## src/rtl/shift_pkg.sv

```systemverilog
// rtl/shift_pkg.sv - shared types and helpers for the iterative shifter
package shift_pkg;

    typedef enum logic [1:0] {
        LSR = 2'b00,
        LSL = 2'b01,
        ASR = 2'b10,
        ROR = 2'b11
    } shift_mode_e;

    typedef enum logic [1:0] {
        IDLE  = 2'b00,
        SHIFT = 2'b01,
        DONE  = 2'b10
    } shift_state_e;

    function automatic int unsigned clamp_shamt(input int unsigned shamt, input int unsigned limit);
        return (shamt > limit) ? limit : shamt;
    endfunction

endpackage

```

## src/rtl/shift_step.sv

```systemverilog
// rtl/shift_step.sv - combinational shift by k (0..STEP); rotate only with SHIFT_ROTATE_EN
module shift_step
    import shift_pkg::*;
#(
    parameter int DATA_WIDTH = 16,
    parameter int STEP       = 1,
    parameter int KW         = $clog2(STEP + 1)
) (
    input  logic [DATA_WIDTH-1:0] value,
    input  logic [KW-1:0]         k,
    input  logic [1:0]            mode,
    input  logic                  sign,
    output logic [DATA_WIDTH-1:0] next_value,
    output logic                  carry
);

    localparam logic [DATA_WIDTH-1:0] ONES = '1;

    logic [DATA_WIDTH-1:0] right;
    logic [DATA_WIDTH-1:0] out_r;
    logic [DATA_WIDTH-1:0] out_l;

    always_comb begin
        right      = value >> k;
        // last bit leaving the word: bit k-1 for right moves, bit W-k for left
        out_r      = value >> (k - KW'(1));
        out_l      = value << (k - KW'(1));
        next_value = value;
        carry      = 1'b0;
        case (mode)
            LSR: begin
                next_value = right;
                carry      = out_r[0];
            end
            LSL: begin
                next_value = value << k;
                carry      = out_l[DATA_WIDTH-1];
            end
            ASR: begin
                next_value = right | (sign ? ~(ONES >> k) : '0);
                carry      = out_r[0];
            end
`ifdef SHIFT_ROTATE_EN
            ROR: begin
                next_value = right | (value << (DATA_WIDTH - int'(k)));
                carry      = out_r[0];
            end
`endif
            default: begin
                next_value = value;
                carry      = 1'b0;
            end
        endcase
        if (k == '0) carry = 1'b0;
    end

endmodule

```

## src/rtl/shift_unit_iter.sv

```systemverilog
// rtl/shift_unit_iter.sv - multi-cycle shifter, STEP bits per cycle; SHIFT_ROTATE_EN enables ROR
module shift_unit_iter
    import shift_pkg::*;
#(
    parameter int DATA_WIDTH  = 16,
    parameter int STEP        = 1,
    parameter int SHAMT_WIDTH = 5
) (
    input  logic                   CLK,
    input  logic                   RST,
    input  logic                   in_valid,
    output logic                   in_ready,
    input  logic [DATA_WIDTH-1:0]  OPERAND,
    input  logic [SHAMT_WIDTH-1:0] SHAMT,
    input  logic [1:0]             MODE,
    output logic                   out_valid,
    input  logic                   out_ready,
    output logic [DATA_WIDTH-1:0]  out_data,
    output logic                   out_carry,
    output logic                   out_err
);

    localparam int KW = $clog2(STEP + 1);

    shift_state_e          state, state_next;
    shift_mode_e           mode_q;
    logic [DATA_WIDTH-1:0] value;
    logic                  carry;
    logic                  err;
    logic                  sign;
    logic [SHAMT_WIDTH-1:0] rem;
    logic [SHAMT_WIDTH-1:0] eff;
    logic                  illegal;
    logic [KW-1:0]         k;
    logic [DATA_WIDTH-1:0] step_value;
    logic                  step_carry;

    always_comb begin
        illegal = 1'b0;
        eff     = SHAMT_WIDTH'(clamp_shamt(32'(SHAMT), DATA_WIDTH));
`ifdef SHIFT_ROTATE_EN
        if (MODE == ROR) eff = SHAMT_WIDTH'(32'(SHAMT) % 32'(DATA_WIDTH));
`else
        illegal = (MODE == ROR);
`endif
        k = (rem < SHAMT_WIDTH'(STEP)) ? KW'(rem) : KW'(STEP);
    end

    shift_step #(
        .DATA_WIDTH(DATA_WIDTH),
        .STEP      (STEP),
        .KW        (KW)
    ) u_step (
        .value     (value),
        .k         (k),
        .mode      (mode_q),
        .sign      (sign),
        .next_value(step_value),
        .carry     (step_carry)
    );

    always_ff @(posedge CLK or negedge RST) begin
        if (!RST) state <= IDLE;
        else      state <= state_next;
    end

    always_comb begin
        state_next = state;
        in_ready   = 1'b0;
        out_valid  = 1'b0;
        case (state)
            IDLE: begin
                in_ready = 1'b1;
                if (in_valid) state_next = (illegal || eff == '0) ? DONE : SHIFT;
            end
            SHIFT: begin
                if (rem <= SHAMT_WIDTH'(STEP)) state_next = DONE;
            end
            DONE: begin
                out_valid = 1'b1;
                if (out_ready) state_next = IDLE;
            end
            default: state_next = IDLE;
        endcase
    end

    always_ff @(posedge CLK or negedge RST) begin
        if (!RST) begin
            value  <= '0;
            carry  <= 1'b0;
            err    <= 1'b0;
            sign   <= 1'b0;
            mode_q <= LSR;
            rem    <= '0;
        end else begin
            case (state)
                IDLE: if (in_valid) begin
                    value  <= illegal ? '0 : OPERAND;
                    carry  <= 1'b0;
                    err    <= illegal;
                    sign   <= OPERAND[DATA_WIDTH-1];
                    mode_q <= shift_mode_e'(MODE);
                    rem    <= illegal ? '0 : eff;
                end
                SHIFT: begin
                    value <= step_value;
                    carry <= step_carry;
                    rem   <= rem - SHAMT_WIDTH'(k);
                end
                default: ;
            endcase
        end
    end

    assign out_data  = value;
    assign out_carry = carry;
    assign out_err   = err;

endmodule

```

## config.mk

```make
export PLATFORM = sky130hd
export DESIGN_NAME = shift_unit_iter
export DESIGN_NICKNAME = d
export VERILOG_FILES = /design/src/rtl/shift_pkg.sv /design/src/rtl/shift_step.sv /design/src/rtl/shift_unit_iter.sv
export SDC_FILE = /design/constraint.sdc
export NUM_CORES = 1
export LEC_CHECK = 0
export ABC_AREA = 1
export BUFFER_PORTS_ARGS = -buffer_cell sky130_fd_sc_hd__buf_2
export CELL_PAD_IN_SITES_DETAIL_PLACEMENT = 2
export CELL_PAD_IN_SITES_GLOBAL_PLACEMENT = 2
export CORE_ASPECT_RATIO = 0.5
export CORE_UTILIZATION = 29
export DETAILED_ROUTE_END_ITERATION = 10
export PLACE_DENSITY = 0.85
export SYNTH_ARGS = -nofsm -noshare
export SYNTH_HDL_FRONTEND = slang
export SYNTH_SLANG_ARGS = --single-unit
export TNS_END_PERCENT = 100
```

## constraint.sdc

```tcl
create_clock -name CLK -period 2.09 [get_ports CLK]
set_clock_uncertainty 0.2 [all_clocks]
set_input_delay 0.3135 -clock CLK [delete_from_list [all_inputs] [get_ports CLK]]
set_output_delay 0.3135 -clock CLK [all_outputs]
set_load 0.005 [all_outputs]
```

### Word level (Yosys, flattened, before mapping)

Cells that the tools add are included.

| operators by class | value |
|---|---|
| muxes and demuxes | 21 |
| reduce and logical (&&, ||, !) cells | 10 |
| add/subtract/negate cells | 2 |
| $lt $le $gt $ge | 3 |
| div/mod/pow operators | 0 |
| $mul | 0 |
| equal/unequal tests | 9 |
| bitwise gates (word level) | 2 |
| shift-type cells | 5 |

Operators by type and width:

| kind | count |
|---|---|
| $mux W16 | 3 |
| $pmux W16 S3 | 1 |
| $pmux W16 S2 | 1 |
| $shl A16 B1 Y16 | 2 |
| $not A16 Y16 | 1 |
| $or A16 B16 Y16 | 1 |
| $shr A16 B1 Y1 | 1 |
| $shr A16 B1 Y16 | 1 |
| $shr A16 B1 Y16 const A | 1 |
| $mux W5 | 3 |
| $pmux W5 S2 | 1 |
| $mux W2 | 4 |
| $eq A2 B2 Y1 const B | 3 |
| $ne A2 B2 Y1 const B | 3 |
| $pmux W2 S3 | 1 |
| $reduce_and A3 Y1 | 2 |
| $gt A5 B5 Y1 const B | 1 |
| $le A5 B1 Y1 const B | 1 |
| $logic_not A5 Y1 | 1 |
| $lt A5 B1 Y1 const B | 1 |
| $mux W1 | 5 |
| $sub A5 B1 Y5 | 1 |
| $eq A2 B1 Y1 const B | 2 |
| $logic_not A2 Y1 | 2 |
| other kinds (7) | 9 |

| storage, ports and cells | value |
|---|---|
| memories kept | 0 |
| input port bits | 27 |
| logic and storage cells | 59 |
| bits in latches | 0 |
| RAM bits | 0 |
| ROM bits | 0 |
| register bits after elaboration | 28 |

### Depth between registers and ports, before layout

| logic depth | value |
|---|---|
| depth in word-level cells | 8 |
| gate-level depth with buffers | 10 |
| depth with buffers taken out | 10 |

### By module

From an unflattened synthesis, not the netlist that was laid out.

| unflattened totals | value |
|---|---|
| cells, all modules | 322 |
| area total of the unflattened synthesis | 2060.7 um^2 |

By module, submodules not included:

| module | area each (um^2) | instances | cells an instance |
|---|---|---|---|
| shift_unit_iter | 1403.8 | 1 | 181 |
| shift_step | 656.9 | 1 | 141 |

### Worst setup path before layout

OpenSTA, ideal clock, no wires.

| timing path | value |
|---|---|
| path kind | reg-to-reg |
| start point | register mode_q[0] |
| end point | register value[9], in the netlist out_data[9] |
| period minus slack after synthesis | 1.861 ns |
| cell stages (with the launch flop) | 9 |
| setup slack | 0.229 ns |
| setup time | 0.122 ns |
| arrival | 1.539 ns |
| required time | 1.768 ns |
| buffers on the path | 1 |
| path through | dfrtp_1 > inv_1 > ha_1 > or2_2 > o21ai_4 > inv_2 > buf_6 > nor2_2 > a21oi_2 |

| between the ends | value |
|---|---|
| longest elaborated chain between the ends | 3 |
| elaborated cells between the ends (all ways) | 7 |
| those cells by class | eq/ne (3); mux (2); reduce/logical (2) |

Ends and longest elaborated chain:

| element | RTL line | RTL |
|---|---|---|
| start, declared | shift_unit_iter.sv:26 | `shift_mode_e mode_q;` |
| start signal, assigned | shift_unit_iter.sv:102 | `mode_q <= shift_mode_e'(MODE);` |
| $eq A2 B2 Y1, or another cell as far along | shift_step.sv:30 | `case (mode)` |
| $pmux W16 S3 or $ne A4 B1 Y1 (tied branches) | n/a |  |
| $pmux W16 S2 or $reduce_and A3 Y1 (tied branches) | n/a |  |
| end signal, assigned | shift_unit_iter.sv:98 | `value <= illegal ? '0 : OPERAND;` |
| end signal, assigned | shift_unit_iter.sv:106 | `value <= step_value;` |
| end, declared | shift_unit_iter.sv:27 | `logic [DATA_WIDTH-1:0] value;` |

Several ways; a longest one is shown, not always the timed one.
A chain may end at the register's enable or synchronous reset.

### Worst setup path after layout

| timing path | value |
|---|---|
| start point | register mode_q[1] |
| end point | register value[11], in the netlist out_data[11] |

The elaborated chain is that of the path after synthesis.

==> impl_metrics.ini <==
[outcome]
status = completed

[drt]
ant_nets = 0
vias_per_cell = 5.17
first_iter_violations = 68
wl_per_cell_um = 18.0
totalWireLength_mm = 8.02
drc = 0
firstDrtPassIters = 4
via_count = 2299

[synthesis]
synth_compound_area_frac = 0.166
ys_seq_area_frac = 0.337
yosysTopAreaCellShare = 0.337
synth_cells = 303
syn_area_per_cell_um2 = 6.85
syn_nets = 335
synth_top_family_by_area = simple AND/OR/NAND/NOR gates
ys_seq_elements = 28
synthMuxAreaShare = 0.00542
synth-xor-area-share = 0
yosys.area.top_type = dfrtp_1
synth_cell_types = 33
yosys.area_share.simple = 0.393
synth_fa_ha_area_frac = 0.0301
ys_warn_count = 0
synth_area_leaders = dfrtp_1, nand2_1, a21oi_2
syn_area_um2 = 2080

[clock_network]
cts_buffers = 3
cts_tree = done
htreeDepth = 1
clk_pin_slew_ns = 0.08
insertion_delay_ns = 0.27
ctsLongestPathBuffers = 2
cts_sinks = 28
root_buffer = clkbuf_16

[sta]
whs_ns = 0.111
period_needed_ns = 1.98
slew_violations = 0
rsz0062_at_grt = no
finalSetupTns_ns = 0
timing.max_slew.rel_slack = 0.525
hold_violations = 0
setup-violations-final = 0
setup_slack_ns = 0.114
clock.fmax_ghz = 0.506
fin_crit_sh = 0.946
worst_pin_slew_ns = 0.712

[worst_setup_path]
cp.arrival_ns = 1.97
crit_path_end_kind = flip-flop
crit_start = mode_q[1]
rrSetupSlack_ns = 0.11
required_ns = 2.09
worstReg2RegStart = mode_q[1]
critical_path_class = flip-flop to flip-flop
critPathLaunchType = flip-flop
cp_max_fo = 8

[floorplan]
die_h_um = 61.8
dieArea_um2 = 7530
fp.dieW_um = 122
boundaryPins = 47
start_util = 0.305
rows = 21
core_um2 = 6810

[global_routing]
grt_antenna_before_repair = 0
grt_use_total = 0.213
grt_pass1_vias = 2447
grt_overflow = 0
grt_pass1_wl_mm = 12.3
grt_max_degree = 29

[finish]
finalCoreUtilization = 0.382
drive_above_1_share = 0.286
area_delta_synth_final_pct = 25.1
design_area_um2 = 2600
n_antenna_cell = 0
fin_cells = 445
final_nets = 386

[placement]
place_inst = 438
place_congestion = 0.779
hpwlAfterDp_mm = 5.59
dpl-instance-area_um2 = 2430
port_buffers = 46
dp_slack_ns = 0.0131

[power_and_ir_drop]
vdd_ir_drop_max_uv = 481
p_leak_nw = 1.34
power_mw = 5.11
p_per_area_nw_per_um2 = 1970

[job]
cap_violations = 0

[worst_hold_path]
worstHoldStart = SHAMT[2]
min_path_type = primary input to flip-flop
-- layer usage --
| layer | wire length [um] | global-route usage | vias to the layer above |
|---|---|---|---|
| li1 | - | - | 1093 |
| met1 | 3750 | 0.264 | 1156 |
| met2 | 4020 | 0.416 | 44 |
| met3 | 187 | 0.0192 | 6 |
| met4 | 64 | 0.0441 | 0 |
| met5 | 0 | 0 | - |
-- timing repair --
item	CTS	global route
resized for setup	1	4
setup endpoints to repair	7	15
endpoints found under the hold margin	28	0
buffers inserted	0	1
cloned	0	1
hold buffers	1	0
pin swaps	0	2
-- Yosys cell counts --
master and number:
nand2_1 130, nor2_1 14, buf_4 1, o211ai_1 2, nand3_1 7, nand4_1 17
nand2_2 2, or2_4 1, nand3_2 1, nor3_1 1, a31oi_1 1, a21oi_2 17
nor4_1 1, nand2_4 1, a21oi_1 17, nor2_4 1, o32ai_1 1, dfrtp_1 28
o221ai_1 1, o21ai_0 7, a22oi_1 2, or2_2 1, inv_2 3, buf_2 3
inv_1 17, ha_1 5, buf_6 2, o21ai_1 1, nor2_2 10, clkbuf_1 4
buf_1 2, mux2_2 1, o21ai_4 1
-- cell type report --
type / count / area (um2)
timing repair buffer: 58 / 353
tap: 92 / 115
clock inverter: 1 / 30.0
inverter: 20 / 77.6
multi-input combinational: 243 / 1250
fill: 808 / 4210
sequential: 28 / 701
clock buffer: 3 / 75.1
-- worst paths after layout --
check | cells after the start | end
setup / recovery | 7 | out_data[11]
hold / removal | 3 | rem[2]
hold reg to reg | 2 | out_err
max in group asynchronous | 2 | out_data[13]
min in group asynchronous | 2 | rem[2]
setup reg to reg | 7 | out_data[11]
-- power by group --
| part | switching (mW) | leakage, nW | internal [mW] |
|---|---|---|---|
| Sequential | 0.303 | 0.332 | 0.829 |
| Combinational | 2.17 | 0.954 | 1.21 |
| Clock | 0.211 | 0.0511 | 0.382 |
| Total | 2.68 | 1.34 | 2.42 |
-- cell usage in the layout, fill, tap and decap left out --
| cell | synthesis | layout |
|---|---|---|
| nor2_4 | 1 | 1 |
| nand2_1 | 130 | 130 |
| inv_1 | 17 | 17 |
| a31oi_1 | 1 | 1 |
| a21oi_2 | 17 | 17 |
| ha_1 | 5 | 5 |
| nand4_1 | 17 | 17 |
| nor4_1 | 1 | 1 |
| nor2_2 | 10 | 11 |
| clkbuf_16 | 0 | 4 |
| a22oi_1 | 2 | 2 |
| mux2_2 | 1 | 1 |
| nand2_4 | 1 | 1 |
| nor2_1 | 14 | 13 |
| nor3_1 | 1 | 1 |
| buf_12 | 0 | 1 |
| bufinv_16 | 0 | 1 |
| o21ai_4 | 1 | 1 |
| inv_2 | 3 | 2 |
| a21oi_1 | 17 | 17 |
| nand2_2 | 2 | 2 |
| inv_4 | 0 | 1 |
| o21ai_1 | 1 | 1 |
| or2_4 | 1 | 2 |
| o211ai_1 | 2 | 2 |
| buf_4 | 1 | 9 |
| o221ai_1 | 1 | 1 |
| buf_2 | 3 | 46 |
| nand3_1 | 7 | 7 |
| dfrtp_1 | 28 | 28 |
| o32ai_1 | 1 | 1 |
| nand3_4 | 0 | 1 |
| dlygate4sd3_1 | 0 | 1 |
| o21ai_0 | 7 | 7 |
-- worst max-delay path: stages (launching register included) --
cell	delay, ns
dfrtp_1	0.38
inv_1	0.09
ha_1	0.24
or2_4	0.28
o21ai_4	0.29
clkbuf_16	0.24
a21oi_2	0.04
a21oi_2	0.15
-- kinds of logic after synthesis --
kind of cell | after synthesis
flops | 28
fa+ha+maj | 5
mux | 1
compound gates | 50
buf+inv | 32
simple gates | 187
-- flip-flops by register name, indices dropped and copies added, names as in the netlist --
name	flops
out_data	16
rem	5
mode_q	2
state	2
out_carry	1
out_err	1
sign	1
(Power assumes the default switching activity.)
